[src/rtl/hazard_sched_unit.sv]
// hazard_sched_unit
// Pipeline hazard controller and scheduler for the five-stage RV32 core.
//
// Purpose:
//   - Operand forwarding selects for the execute stage (M priority over W).
//   - Load-use stall and taken-branch flush generation.
//   - Holds the execute stage for MD_LAT cycles when a multi-cycle MUL/DIV
//     op is in E. This uses a three-state FSM (IDLE, MD_BUSY, MD_DONE)
//     and a down-counter.
//
// Ports:
//   clk, rst                   clock, synchronous active-low reset
//   Rs1_D, Rs2_D               source registers of the instruction in D
//   Rs1_E, Rs2_E               source registers of the instruction in E
//   RD_E, RD_M, RD_W           destination registers in E/M/W
//   RegWriteM, RegWriteW       register write enables in M/W
//   ResultSrcE                 instruction in E is a load
//   PCSrcE                     branch/jump taken, resolved in E
//   MulDivStartE               MUL/DIV in E (level, held while in E)
//   ForwardA_E, ForwardB_E     00 = RD1/RD2_E, 10 = ALU_ResultM, 01 = ResultW
//   StallF, StallD, StallE     hold PC, IF/ID, ID/EX
//   FlushD, FlushE             clear IF/ID, ID/EX
//   MulDivBusy                 FSM is in MD_BUSY
//   MulDivDone                 one-cycle pulse as the MUL/DIV op leaves E
//
// Optional feature (macro HAZARD_PERF_CNT_EN):
//   perf_stall_cycles, perf_flush_count, perf_md_ops  32-bit wrapping counters
module hazard_sched_unit #(
  parameter int MD_LAT = 4,
  parameter int CNT_W  = 4
) (
  input  logic       clk,
  input  logic       rst,
  input  logic [4:0] Rs1_D,
  input  logic [4:0] Rs2_D,
  input  logic [4:0] Rs1_E,
  input  logic [4:0] Rs2_E,
  input  logic [4:0] RD_E,
  input  logic [4:0] RD_M,
  input  logic [4:0] RD_W,
  input  logic       RegWriteM,
  input  logic       RegWriteW,
  input  logic       ResultSrcE,
  input  logic       PCSrcE,
  input  logic       MulDivStartE,
  output logic [1:0] ForwardA_E,
  output logic [1:0] ForwardB_E,
  output logic       StallF,
  output logic       StallD,
  output logic       StallE,
  output logic       FlushD,
  output logic       FlushE,
  output logic       MulDivBusy,
  output logic       MulDivDone
`ifdef HAZARD_PERF_CNT_EN
  ,
  output logic [31:0] perf_stall_cycles,
  output logic [31:0] perf_flush_count,
  output logic [31:0] perf_md_ops
`endif
);

  typedef enum logic [1:0] {
    IDLE    = 2'd0,
    MD_BUSY = 2'd1,
    MD_DONE = 2'd2
  } state_t;

  // The start cycle is itself a stall cycle, so the counter covers the
  // remaining MD_LAT-1 busy cycles, ending when it reads zero.
  localparam logic [CNT_W-1:0] CNT_LOAD = (MD_LAT > 1) ? CNT_W'(MD_LAT - 2) : '0;

  state_t           state_q, state_d;
  logic [CNT_W-1:0] cnt_q, cnt_d;
  logic             md_stall;
  logic             md_busy;
  logic             md_done;
  logic             lw_stall;

  function automatic logic [1:0] fwd_sel(input logic [4:0] rs,
                                         input logic       wr_m,
                                         input logic [4:0] rd_m,
                                         input logic       wr_w,
                                         input logic [4:0] rd_w);
    logic [1:0] sel;
    sel = 2'b00;
    if (wr_m && (rd_m != 5'd0) && (rd_m == rs)) begin
      sel = 2'b10;
    end else if (wr_w && (rd_w != 5'd0) && (rd_w == rs)) begin
      sel = 2'b01;
    end
    return sel;
  endfunction

  always_ff @(posedge clk) begin
    if (!rst) begin
      state_q <= IDLE;
      cnt_q   <= '0;
    end else begin
      state_q <= state_d;
      cnt_q   <= cnt_d;
    end
  end

  always_comb begin
    state_d  = state_q;
    cnt_d    = cnt_q;
    md_stall = 1'b0;
    md_busy  = 1'b0;
    md_done  = 1'b0;
    case (state_q)
      IDLE: begin
        // A taken branch squashes the op in E, so it never starts.
        if (MulDivStartE && !PCSrcE) begin
          md_stall = 1'b1;
          if (MD_LAT > 1) begin
            cnt_d   = CNT_LOAD;
            state_d = MD_BUSY;
          end else begin
            state_d = MD_DONE;
          end
        end
      end
      MD_BUSY: begin
        md_stall = 1'b1;
        md_busy  = 1'b1;
        if (cnt_q == '0) begin
          state_d = MD_DONE;
        end else begin
          cnt_d = cnt_q - 1'b1;
        end
      end
      MD_DONE: begin
        // The finished op is still in E this cycle; its start level is
        // deliberately ignored so it does not launch a second time.
        md_done = 1'b1;
        state_d = IDLE;
      end
      default: begin
        state_d = IDLE;
      end
    endcase
  end

  assign lw_stall = ResultSrcE && (RD_E != 5'd0) && ((RD_E == Rs1_D) || (RD_E == Rs2_D));

  // Every output is held at zero while reset is asserted.
  always_comb begin
    ForwardA_E = 2'b00;
    ForwardB_E = 2'b00;
    StallF     = 1'b0;
    StallD     = 1'b0;
    StallE     = 1'b0;
    FlushD     = 1'b0;
    FlushE     = 1'b0;
    MulDivBusy = 1'b0;
    MulDivDone = 1'b0;
    if (rst) begin
      ForwardA_E = fwd_sel(Rs1_E, RegWriteM, RD_M, RegWriteW, RD_W);
      ForwardB_E = fwd_sel(Rs2_E, RegWriteM, RD_M, RegWriteW, RD_W);
      StallE     = md_stall;
      StallF     = md_stall | lw_stall;
      StallD     = md_stall | lw_stall;
      // A held E stage must not be cleared underneath the MUL/DIV op.
      FlushD     = PCSrcE & ~md_stall;
      FlushE     = (PCSrcE | lw_stall) & ~md_stall;
      MulDivBusy = md_busy;
      MulDivDone = md_done;
    end
  end

`ifdef HAZARD_PERF_CNT_EN
  always_ff @(posedge clk) begin
    if (!rst) begin
      perf_stall_cycles <= '0;
      perf_flush_count  <= '0;
      perf_md_ops       <= '0;
    end else begin
      perf_stall_cycles <= perf_stall_cycles + {31'd0, StallF};
      perf_flush_count  <= perf_flush_count + {31'd0, (FlushD | FlushE)};
      perf_md_ops       <= perf_md_ops + {31'd0, MulDivDone};
    end
  end
`endif

endmodule

[config.mk]
export PLATFORM = sky130hd
export DESIGN_NAME = hazard_sched_unit
export DESIGN_NICKNAME = d
export VERILOG_FILES = /design/src/rtl/hazard_sched_unit.sv
export SDC_FILE = /design/constraint.sdc
export NUM_CORES = 1
export LEC_CHECK = 0
export ABC_AREA = 0
export CAP_MARGIN = 5
export CORE_UTILIZATION = 25
export CTS_CLUSTER_SIZE = 14
export DETAILED_ROUTE_END_ITERATION = 6
export SLEW_MARGIN = 20
export SYNTH_ARGS = -nofsm -noshare
export SYNTH_HDL_FRONTEND = slang
export SYNTH_SLANG_ARGS = --single-unit
[constraint.sdc]
create_clock -name clk -period 2.1 [get_ports clk]
set_input_delay 0.63 -clock clk [delete_from_list [all_inputs] [get_ports clk]]
set_output_delay 0.63 -clock clk [all_outputs]
set_load 0.02 [all_outputs]
==> flow_metrics.tcl <==
set metrics [dict create \
    antenna_found_initial 0 \
    crit_path_end_kind "output port" \
    r2r_setup_slack_ns 0.33 \
    required_ns 1.47 \
    worstPathArrival_ns 1.88 \
    wl_per_cell_um 13.31 \
    avgSynthCellArea_sq_um 7.735 \
    grt_pass1_wl_mm 4.616 \
    hold_viol 0 \
    finClkSkew_ns 0.003316 \
    synth_cell_types 34 \
    finalWirelength_mm 2.901 \
    synth_top_cell_by_area "xor2_1" \
    cts_tree "yes" \
    setup.worst_path.start_class "primary input" \
    rr_endpoint "cnt_q[3]$_SDFFE_PN0P_" \
    fin_crit_ns 2.508 \
    violations "DRC, setup timing" \
    cts-hold-fix-buffers 0 \
    syn_inst 99 \
    top_layer "met4" \
    start_util_pct 27.07 \
    crit_type "primary input to output port" \
    yosysMostFrequentCell "xor2_1" \
    ioPinCount 53 \
    yosysWarnings 0 \
    syn_area_sq_um 765.7 \
    setup_ws_ns -0.4084 \
    cts_htree_levels 1 \
    fin_util_pct 61.21 \
    ys_seq_area_share_pct 15.69 \
    nNetsFinal 233 \
    r2r_cells 6 \
    fp-row-count 19 \
    route.met2.wl_mm 1.620 \
    slew_violations 0 \
    synthToLayoutAreaGrowth_pct 126.1 \
    ir_drop_mv 0.1293 \
    p_per_area_nw_per_um2 346.3 \
    whs_ns 0.4823 \
    worstMarginPinSlew_ns 0.3419 \
    worstSetupStartpoint "RD_M[3]" \
    fin_crit_sh_pct 119.4 \
    dp_hpwl_mm 2.445 \
    grt_max_degree 8 \
    r2r-start "cnt_q[0]$_SDFFE_PN0P_" \
    insertedDiodeCount 0 \
    coreArea_sq_um 2829 \
    clkTransAtPathRegs_ns 0.05 \
    drive_above_1_share_pct 51.87 \
    cap_violations 0 \
    die_h_um 57.35 \
    io_buffer_count 52 \
    async_flop_share_pct 0 \
    post-route-drc-count 2 \
    outcome "complete, but fails checks" \
    synth_area_leaders "xor2_1 25%, dfxtp_1 16%, xnor2_1 9.2%" \
    hp-class "flop to flop" \
    gr-total-overflow 0 \
    gp_congestion 0.8194 \
    gr-usage-all-layers_pct 18.31 \
    synth_ff_type "dfxtp_1" \
    numCtsBuffers 3 \
    p_leak_nw 0.7911 \
    max_freq_mhz 398.7 \
    synth_top_area_share_pct 25.16 \
    fillers 265 \
    rsz0062_at_grt "yes" \
    ant_nets 0 \
    slew-limit-headroom_pct 77.16 \
    cts_buffer_depth 2 \
    setup_violations 8 \
    drt_iter0_drc 24 \
    worstSetupEndpoint "ForwardB_E[1]" \
    cts_root_buf "clkbuf_4" \
    totalPowerFinal_w 0.0005996 \
    vias 1066 \
    first_pass_iters 6 \
    synth_edf_count 0 \
    clock_sinks 6 \
    dr_wl_met3_um 146 \
    ys_seq_elements 6 \
    dieArea_sq_um 3288 \
    synth_common_cells "22 x xor2_1, 8 x xnor2_1, 6 x dfxtp_1, 6 x nor3_1" \
    syn_nets 143 \
    met1_length_mm 1.041 \
    grt_pass1_vias 1081 \
    path_max_fanout 2 \
    fp.dieW_um 57.35 \
    clk_latency_ns 0.26 \
    viasPerCell 4.890 \
]
## where the power goes
| group | internal (W) | switching (W) | leakage [nW] |
|---|---|---|---|
| clock | 0.0000654 | 0.0000532 | 0.0138 |
| sequential | 0.000122 | 0.00000673 | 0.0490 |
| combinational | 0.000192 | 0.000160 | 0.728 |
## state kept, by name, summed over array words and instances, names as in the netlist
signal   count
cnt_q        4
state_q      2
## placed cells by master, fill, tap and decap left out, types with 2 or more instances in the layout
| cell type | netlist | layout |
|---|---|---|
| nor4_4 | 0 | 3 |
| clkdlybuf4s15_2 | 0 | 2 |
| ha_1 | 2 | 2 |
| xnor2_1 | 8 | 5 |
| inv_2 | 1 | 2 |
| buf_2 | 0 | 5 |
| nand2_1 | 2 | 2 |
| clkdlybuf4s50_1 | 0 | 2 |
| xnor2_2 | 0 | 2 |
| buf_6 | 0 | 17 |
| clkbuf_2 | 0 | 7 |
| buf_4 | 1 | 35 |
| or4_1 | 5 | 2 |
| o21ai_1 | 2 | 2 |
| nor3_1 | 6 | 2 |
| nor3_2 | 0 | 4 |
| clkbuf_4 | 0 | 3 |
| nand3_1 | 5 | 4 |
| nor2_1 | 5 | 5 |
| xor2_1 | 22 | 21 |
| dlygate4sd2_1 | 0 | 18 |
| o211ai_1 | 2 | 2 |
| a21oi_1 | 4 | 4 |
| o21ai_4 | 0 | 2 |
| or4_4 | 0 | 3 |
| inv_1 | 4 | 3 |
| and2_4 | 0 | 2 |
| dfxtp_1 | 6 | 6 |
## metal layers
layer | vias to the layer above | GRT usage, %
met2 | 38 | 35.38
met1 | 490 | 18.86
met4 | 0 | 8.711
met3 | 11 | 2.948
li1 | 527 | -
met5 | - | 0
## worst max-delay path: stages
cell,delay [ns]
buf_6,0.10
or4_4,0.53
o21ai_4,0.14
buf_4,0.13
nor4_4,0.04
and2_4,0.16
buf_4,0.15
## what timing repair did
item	in CTS	in global routing
gates resized for setup	149	30
setup buffers	3	4
pin swaps	31	18
hold endpoints to repair	0	0
setup endpoints to repair	11	11
## through the flow
step / setup WS [ns] / setup TNS [ns] / cells / instance area [sq um]
finish: -0.4084 / -2.410 / 218 / 1732
global route: -0.4523 / -2.713 / 218 / 1732
CTS: -0.5159 / -2.612 / 215 / 1667
detailed placement: -1.251 / -10.86 / 209 / 1618
global placement: -1.230 / -10.71 / 209 / 1618
floorplan: -0.2496 / -0.9626 / 99 / 855.8
## area by class of cell
class                      count  area, sq um  area share [%]
timing repair buffer          87        726.9           41.98
sequential                     6        120.1           6.936
inverter                       5        18.77           1.084
multi-input combinational     86        804.5           46.46
clock buffer                   3        22.52           1.301
tap                           31        38.79           2.240
## cells by family (layout without fill, tap and decap cells)
logic type	Yosys count	after routing	share of synthesized area, %
AOI/OAI and AO/OA	17	17	14.38
xor gates and xnor gates	30	30	34.31
and+or+nand+nor	37	37	28.43
DFF	6	6	15.69
adders and majority gates	2	2	3.267
buffers and inverters	7	95	3.920
## worst min path at each step
stage	start	end	slack [ns]	cells past startpoint
after floorplan	cnt_q[0]$_SDFFE_PN0P_	cnt_q[0]$_SDFFE_PN0P_	0.45	2
after global routing	cnt_q[0]$_SDFFE_PN0P_	cnt_q[0]$_SDFFE_PN0P_	0.51	2
after CTS	cnt_q[0]$_SDFFE_PN0P_	cnt_q[0]$_SDFFE_PN0P_	0.48	2
final	cnt_q[0]$_SDFFE_PN0P_	cnt_q[0]$_SDFFE_PN0P_	0.48	2
after detailed placement	cnt_q[0]$_SDFFE_PN0P_	cnt_q[0]$_SDFFE_PN0P_	0.48	2
after global placement	cnt_q[0]$_SDFFE_PN0P_	cnt_q[0]$_SDFFE_PN0P_	0.47	2
Note: power is estimated with default switching activity, not from simulation.
